<file path="src/rtl/switch_scan_ctrl.sv">
// switch_scan_ctrl: frame sequencer for the external PISO switch chain.
// Each frame loads the external register, shifts NBITS bits in, then in a
// single UPDATE cycle publishes the DIP word, debounces the five buttons and
// queues press/release events for a valid/ready consumer.
// Serial frame layout (k = bit counter, first bit k=0):
//   k 0..7   -> dip[15:8]   (dip[8+k])
//   k 8..15  -> dip[7:0]    (dip[k-8])
//   k 16..20 -> raw buttons (raw[k-16])
module switch_scan_ctrl #(
  parameter int NBITS     = 21,
  parameter int DEBOUNCE  = 4,
  parameter int FRAME_GAP = 3
) (
  input  logic        clk,
  input  logic        rst,
  input  logic        ser_in,
  output logic        sh_ld,
  output logic        sh_en,
  input  logic        start,
  input  logic        auto_en,
  output logic        busy,
  output logic [15:0] dip,
  output logic [4:0]  btn,
  output logic        evt_valid,
  input  logic        evt_ready,
  output logic [4:0]  evt_press,
  output logic [4:0]  evt_release,
  output logic        evt_ovf
);

  localparam int NBTN = 5;
  // Last value of the shared cycle counter in SHIFT and GAP respectively.
  localparam logic [4:0] BIT_LAST = 5'(NBITS - 1);
  localparam logic [4:0] GAP_LAST = 5'((FRAME_GAP > 0) ? (FRAME_GAP - 1) : 0);
  localparam logic [3:0] DB_MAX   = 4'(DEBOUNCE);

  typedef enum logic [2:0] {
    S_IDLE,
    S_LOAD,
    S_SHIFT,
    S_UPDATE,
    S_GAP
  } state_t;

  state_t                  state_reg, state_next;
  logic [4:0]              cyc_cnt_reg, cyc_cnt_next;
  logic                    start_pend_reg, start_pend_next;
  logic [NBITS-1:0]        shadow_reg;
  logic [15:0]             dip_reg;
  logic [NBTN-1:0]         btn_reg;
  logic [NBTN-1:0][3:0]    cnt_reg;
  logic [NBTN-1:0]         evt_press_reg, evt_release_reg;
  logic                    evt_ovf_reg;

  logic                    keep_going;
  logic [NBTN-1:0]         raw;
  logic [NBTN-1:0]         btn_upd;
  logic [NBTN-1:0][3:0]    cnt_upd;
  logic [NBTN-1:0]         press_bits, release_bits;
  logic                    is_update, new_evt, accept;

  // Another frame follows the current one if free-running or a start is queued.
  assign keep_going = auto_en | start_pend_reg;

  // State, cycle counter and start-pending flag; reset aborts any frame at once.
  always_ff @(posedge clk or posedge rst) begin
    if (rst) begin
      state_reg      <= S_IDLE;
      cyc_cnt_reg    <= '0;
      start_pend_reg <= 1'b0;
    end else begin
      state_reg      <= state_next;
      cyc_cnt_reg    <= cyc_cnt_next;
      start_pend_reg <= start_pend_next;
    end
  end

  // Next-state logic and shift-register control outputs.
  always_comb begin
    state_next      = state_reg;
    cyc_cnt_next    = cyc_cnt_reg;
    start_pend_next = start_pend_reg;
    sh_ld           = 1'b1;
    sh_en           = 1'b0;
    busy            = 1'b1;
    case (state_reg)
      S_IDLE: begin
        busy         = 1'b0;
        cyc_cnt_next = '0;
        if (start || keep_going) state_next = S_LOAD;
      end
      S_LOAD: begin
        sh_ld        = 1'b0;
        cyc_cnt_next = '0;
        state_next   = S_SHIFT;
      end
      S_SHIFT: begin
        sh_en = 1'b1;
        if (cyc_cnt_reg == BIT_LAST) begin
          cyc_cnt_next = '0;
          state_next   = S_UPDATE;
        end else begin
          cyc_cnt_next = cyc_cnt_reg + 5'd1;
        end
      end
      S_UPDATE: begin
        cyc_cnt_next = '0;
        if (FRAME_GAP == 0) state_next = keep_going ? S_LOAD : S_IDLE;
        else                state_next = S_GAP;
      end
      S_GAP: begin
        if (cyc_cnt_reg == GAP_LAST) begin
          cyc_cnt_next = '0;
          state_next   = keep_going ? S_LOAD : S_IDLE;
        end else begin
          cyc_cnt_next = cyc_cnt_reg + 5'd1;
        end
      end
      default: state_next = S_IDLE;
    endcase
    // A frame being launched consumes the queued start; any start seen while
    // a frame is running queues exactly one more (repeats collapse).
    if (state_next == S_LOAD && state_reg != S_LOAD && state_reg != S_SHIFT)
      start_pend_next = 1'b0;
    else if (start && busy)
      start_pend_next = 1'b1;
  end

  // Capture one serial bit per SHIFT cycle into the frame shadow.
  always_ff @(posedge clk or posedge rst) begin
    if (rst) begin
      shadow_reg <= '0;
    end else if (state_reg == S_SHIFT) begin
      shadow_reg[cyc_cnt_reg] <= ser_in;
    end
  end

  assign raw       = shadow_reg[20:16];
  assign is_update = (state_reg == S_UPDATE);

  // Per-button debounce: a button flips only after DEBOUNCE consecutive
  // frames disagreeing with its current level; any agreeing frame restarts it.
  generate
    for (genvar gi = 0; gi < NBTN; gi++) begin : g_btn
      logic       differs;
      logic       hit;
      logic [3:0] cnt_inc;
      assign differs      = raw[gi] ^ btn_reg[gi];
      assign cnt_inc      = cnt_reg[gi] + 4'd1;
      assign hit          = differs && (cnt_inc == DB_MAX);
      assign btn_upd[gi]  = hit ? raw[gi] : btn_reg[gi];
      assign cnt_upd[gi]  = (differs && !hit) ? cnt_inc : 4'd0;
    end
  endgenerate

  // Publish the DIP word and debounced button state once per frame.
  always_ff @(posedge clk or posedge rst) begin
    if (rst) begin
      dip_reg <= '0;
      btn_reg <= '0;
      cnt_reg <= '0;
    end else if (is_update) begin
      dip_reg <= {shadow_reg[7:0], shadow_reg[15:8]};
      btn_reg <= btn_upd;
      cnt_reg <= cnt_upd;
    end
  end

  assign press_bits   = btn_upd & ~btn_reg;
  assign release_bits = ~btn_upd & btn_reg;
  assign new_evt      = is_update && ((press_bits | release_bits) != '0);
  assign evt_valid    = (evt_press_reg | evt_release_reg) != '0;
  assign accept       = evt_valid && evt_ready;

  // Pending event registers: merge new edges, clear on accept, and when both
  // happen together keep only the new edges so nothing is dropped.
  always_ff @(posedge clk or posedge rst) begin
    if (rst) begin
      evt_press_reg   <= '0;
      evt_release_reg <= '0;
      evt_ovf_reg     <= 1'b0;
    end else if (new_evt) begin
      if (accept) begin
        evt_press_reg   <= press_bits;
        evt_release_reg <= release_bits;
      end else begin
        evt_press_reg   <= evt_press_reg | press_bits;
        evt_release_reg <= evt_release_reg | release_bits;
        if (evt_valid) evt_ovf_reg <= 1'b1;
      end
    end else if (accept) begin
      evt_press_reg   <= '0;
      evt_release_reg <= '0;
    end
  end

  assign dip         = dip_reg;
  assign btn         = btn_reg;
  assign evt_press   = evt_press_reg;
  assign evt_release = evt_release_reg;
  assign evt_ovf     = evt_ovf_reg;

endmodule

</file>
<file path="config.mk">
export PLATFORM = sky130hd
export DESIGN_NAME = switch_scan_ctrl
export DESIGN_NICKNAME = d
export VERILOG_FILES = /design/src/rtl/switch_scan_ctrl.sv
export SDC_FILE = /design/constraint.sdc
export NUM_CORES = 1
export LEC_CHECK = 0
export CAP_MARGIN = 10
export CORE_MARGIN = 2
export CORE_UTILIZATION = 45
export CTS_BUF_LIST = sky130_fd_sc_hd__clkbuf_8
export CTS_CLUSTER_DIAMETER = 30
export DETAILED_ROUTE_END_ITERATION = 10
export PLACE_DENSITY_LB_ADDON = 0.1
export RECOVER_POWER = 50
export SETUP_SLACK_MARGIN = 0.15
export SKIP_LAST_GASP = 1
export SLEW_MARGIN = 20
export SYNTH_ARGS = -nofsm -noshare
export SYNTH_HDL_FRONTEND = slang
export SYNTH_SLANG_ARGS = --single-unit
</file>
<file path="constraint.sdc">
create_clock -name clk -period 3.4 [get_ports clk]
set_input_delay 0.68 -clock clk [delete_from_list [all_inputs] [get_ports clk]]
set_output_delay 0.68 -clock clk [all_outputs]
set_load 0.02 [all_outputs]
</file>
==> impl_metrics.csv <==
group,metric,value,unit
worst_setup_path,max_stage_delay,0.67,ns
worst_setup_path,critPathKind,"reg -> out",
layout,syn_to_final_growth,17.2,%
placement,place_area,0.00458,mm^2
drt,num_vias,2991,
synth,syn_nets,418,
sta,tns,0,ns
layout,nNetsFinal,461,
synth,yosysSeqAreaShare,50.7,%
layout,n_antenna_cell,0,
hold_path,worstHoldPathType,"reg -> reg",
clocking,cts_buffers,9,
global_routing,grt_overflow,0,
sta,clock-skew-final,0.0137,ns
drt,drt-wirelength-per-cell,14.7,um
synth,synthTopCellsByArea,"dfrtp_1, nand2_1, mux2_2",
synth,synth_async_sr_flop_share,100,%
worst_setup_path,r2r_cells,9,
sta,tightest_slew,1.60,ns
floorplan,io_pins,42,
worst_setup_path,slowest_stage,"clkdlybuf4s50_1",
sta,hold_viol,0,
placement,gp_congestion,0.819,
placement,hpwl,5720,um
drt,drt_wl_total,8050,um
drt,first_iter_violations,86,
layout,design_area,0.00474,mm^2
placement,preCtsSetupSlack,0.882,ns
clocking,ctsHoldBuffers,0,
pwr,powerDensity,432,mW/mm^2
worst_setup_path,critPathLaunch,"state_reg[1]",
floorplan,dieWidth,98.8,um
clocking,cts_root_buf,"clkbuf_8",
clocking,cts_setup_buffers,0,
global_routing,grt_pass1_vias,2939,
layout,largest_reg_flops,21,
global_routing,grt_pass1_wl,13700,um
sta,fin_crit_sh,80.0,%
synth,synth-seq-cells,82,
sta,max_freq,368,MHz
clocking,cts_tree,"done",
worst_setup_path,critical_path_required,2.72,ns
pwr,ir_drop,0.000239,V
sta,fin_hold_ws,0.468,ns
sta,setup_violations,0,
sta,max_slew_margin,-7.46,%
floorplan,die_y,98.8,um
sta,worst_slack,0.679,ns
job,cap_violations,1,
synth,syn_avg_cell_area,10.3,um^2
hold_path,hold_depth,1,
run_status,status,"complete, but fails checks",
synth,yosys.cell_types.count,45,
floorplan,core_area,0.00872,mm^2
floorplan,row_count,34,
synth,synthFlopType,"dfrtp_1",
drt,firstDrtPassIters,4,
global_routing,use_met1,23.4,%
clocking,cts_resized,0,
placement,numPortBuffers,41,
global_routing,global_route.usage.total,17.3,%
worst_setup_path,crit_fanout,18,
synth,synth_area,0.00405,mm^2
layout,ff_latch_area,0.00205,mm^2
hold_path,min_to,"evt_ovf",
global_routing,grt_max_degree,39,
clocking,clock_sinks,82,
worst_setup_path,path_cells,"nor3b_1 > clkdlybuf4s50_1",
clocking,cts_buffer_depth,2,
synth,yosysWarnings,0,
synth,yosys.area.top_type_share,50.7,%
floorplan,start_util,46.4,%
run_status,violations,"capacitance limit, slew limit",
worst_setup_path,critPathTopFamily,"buffers and inverters",
global_routing,grt_use_met2,27.4,%
layout,fillers,789,
layout,drive_above_1_share,13.2,%
worst_setup_path,cp-end-kind,"primary output",
floorplan,die_area,0.00976,mm^2
worst_setup_path,r2r-start,"cnt_reg[4]",
sta,period_minus_slack,2.72,ns
clocking,clkLatencyLatePin,0.36,ns
worst_setup_path,path_buf_inv,1,
clocking,htree_num_levels,3,
synth,synth_edf_count,0,
clocking,clkTransAtPathRegs,0.08,ns
sta,grt_setup_unrepaired,"no",
worst_setup_path,critPathArrivalTime,2.04,ns
pwr,p_total,0.00205,W
drt,postRouteAntennaNets,0,
pwr,power.leakage,2.08,nW
worst_setup_path,timing.rr.end,"evt_ovf",
layout,multi_input_area,0.00184,mm^2
worst_setup_path,start_kind,"flip-flop",
drt,vias_per_cell,5.45,
sta,drv_slew,39,
global_routing,antenna_found_initial,0,
synth,synth_cells,393,
synth,synth_area_leader_cell,"dfrtp_1",
global_routing,grt-busiest-layer,"met2",
drt,drc_errors,0,
hold_path,min_from,"evt_ovf",
worst_setup_path,reg2reg_slack,0.85,ns
global_routing,met3_usage,3.97,%
worst max-delay path by stage:
stage | depth (start not counted) | endpoint | slack, ns
3_5_place_dp | 9 | evt_ovf | 0.88
6_report | 2 | sh_en | 0.68
3_3_place_gp | 9 | evt_ovf | 0.96
2_1_floorplan | 1 | btn[0] | 0.61
5_1_grt | 2 | sh_en | 0.57
4_1_cts | 2 | sh_en | 0.67
cell families (layout without fill, tap and decap cells):
family	count (synthesis)	after routing	synth area share [%]
xor gates and xnor gates	6	6	1.30
buffers and inverters	36	84	3.68
AOI/OAI and AO/OA	63	63	11.0
adders and majority gates	19	19	5.88
muxes	27	27	7.42
DFF	82	82	50.7
and+or+nand+nor	160	160	20.0
cells in the final DEF, fill, tap and decap left out, types with 3 or more instances in the layout:
master	n
nor3_1	5
nor2_1	11
nand3_1	11
nor4_1	3
ha_1	19
clkbuf_8	9
dfrtp_1	82
nor2b_1	7
nor3b_1	10
a22o_1	15
or3_1	3
clkbuf_1	4
xnor2_1	5
a21oi_1	8
nand4b_1	5
clkdlybuf4s50_1	39
a31o_2	3
o21ai_0	17
and4bb_2	3
clkinvlp_4	3
or2_2	3
nand2_1	86
buf_4	6
inv_1	16
and3_1	4
mux2i_1	3
mux2_2	24
a31oi_1	3
cells in the mapped netlist (all sizes together), types with 3 or more instances:
cell type and n:
nor2b 7, ha 19, clkbuf 9, mux2 24, nor3 5, and3 4
mux2i 3, nand3 11, nor3b 10, a31o 3, o21ai 17, and4bb 4
a31oi 3, or4 3, o221ai 3, xnor2 5, a22o 15, a21oi 8
or2 3, nand2 86, nor4 3, or3 3, nor2 11, dfrtp 82
inv 17, buf 10, nand4b 5
layer usage:
layer	up-vias	share of wire, %
li1	1463	-
met1	1469	48
met2	46	47
met3	13	3.0
met4	0	2.0
met5	-	0
metrics by stage:
stage,cells,util (%)
after floorplan,393,-
final,549,54.4
after CTS,549,54.6
after detailed placement,533,52.5
after global routing,549,54.4
after global placement,533,52.5
power by group:
group          internal (W)  switching (W)
Sequential          0.00104      0.0000598
Clock              0.000270       0.000384
Combinational      0.000139       0.000150
area by class of cell:
type | instances | share of cell area [%]
tap | 108 | 2.85
timing repair buffer | 51 | 9.92
clock inverter | 7 | 1.13
sequential | 82 | 43.3
multi-input combinational | 275 | 38.8
inverter | 17 | 1.37
clock buffer | 9 | 2.61
(Power assumes the default switching activity.)
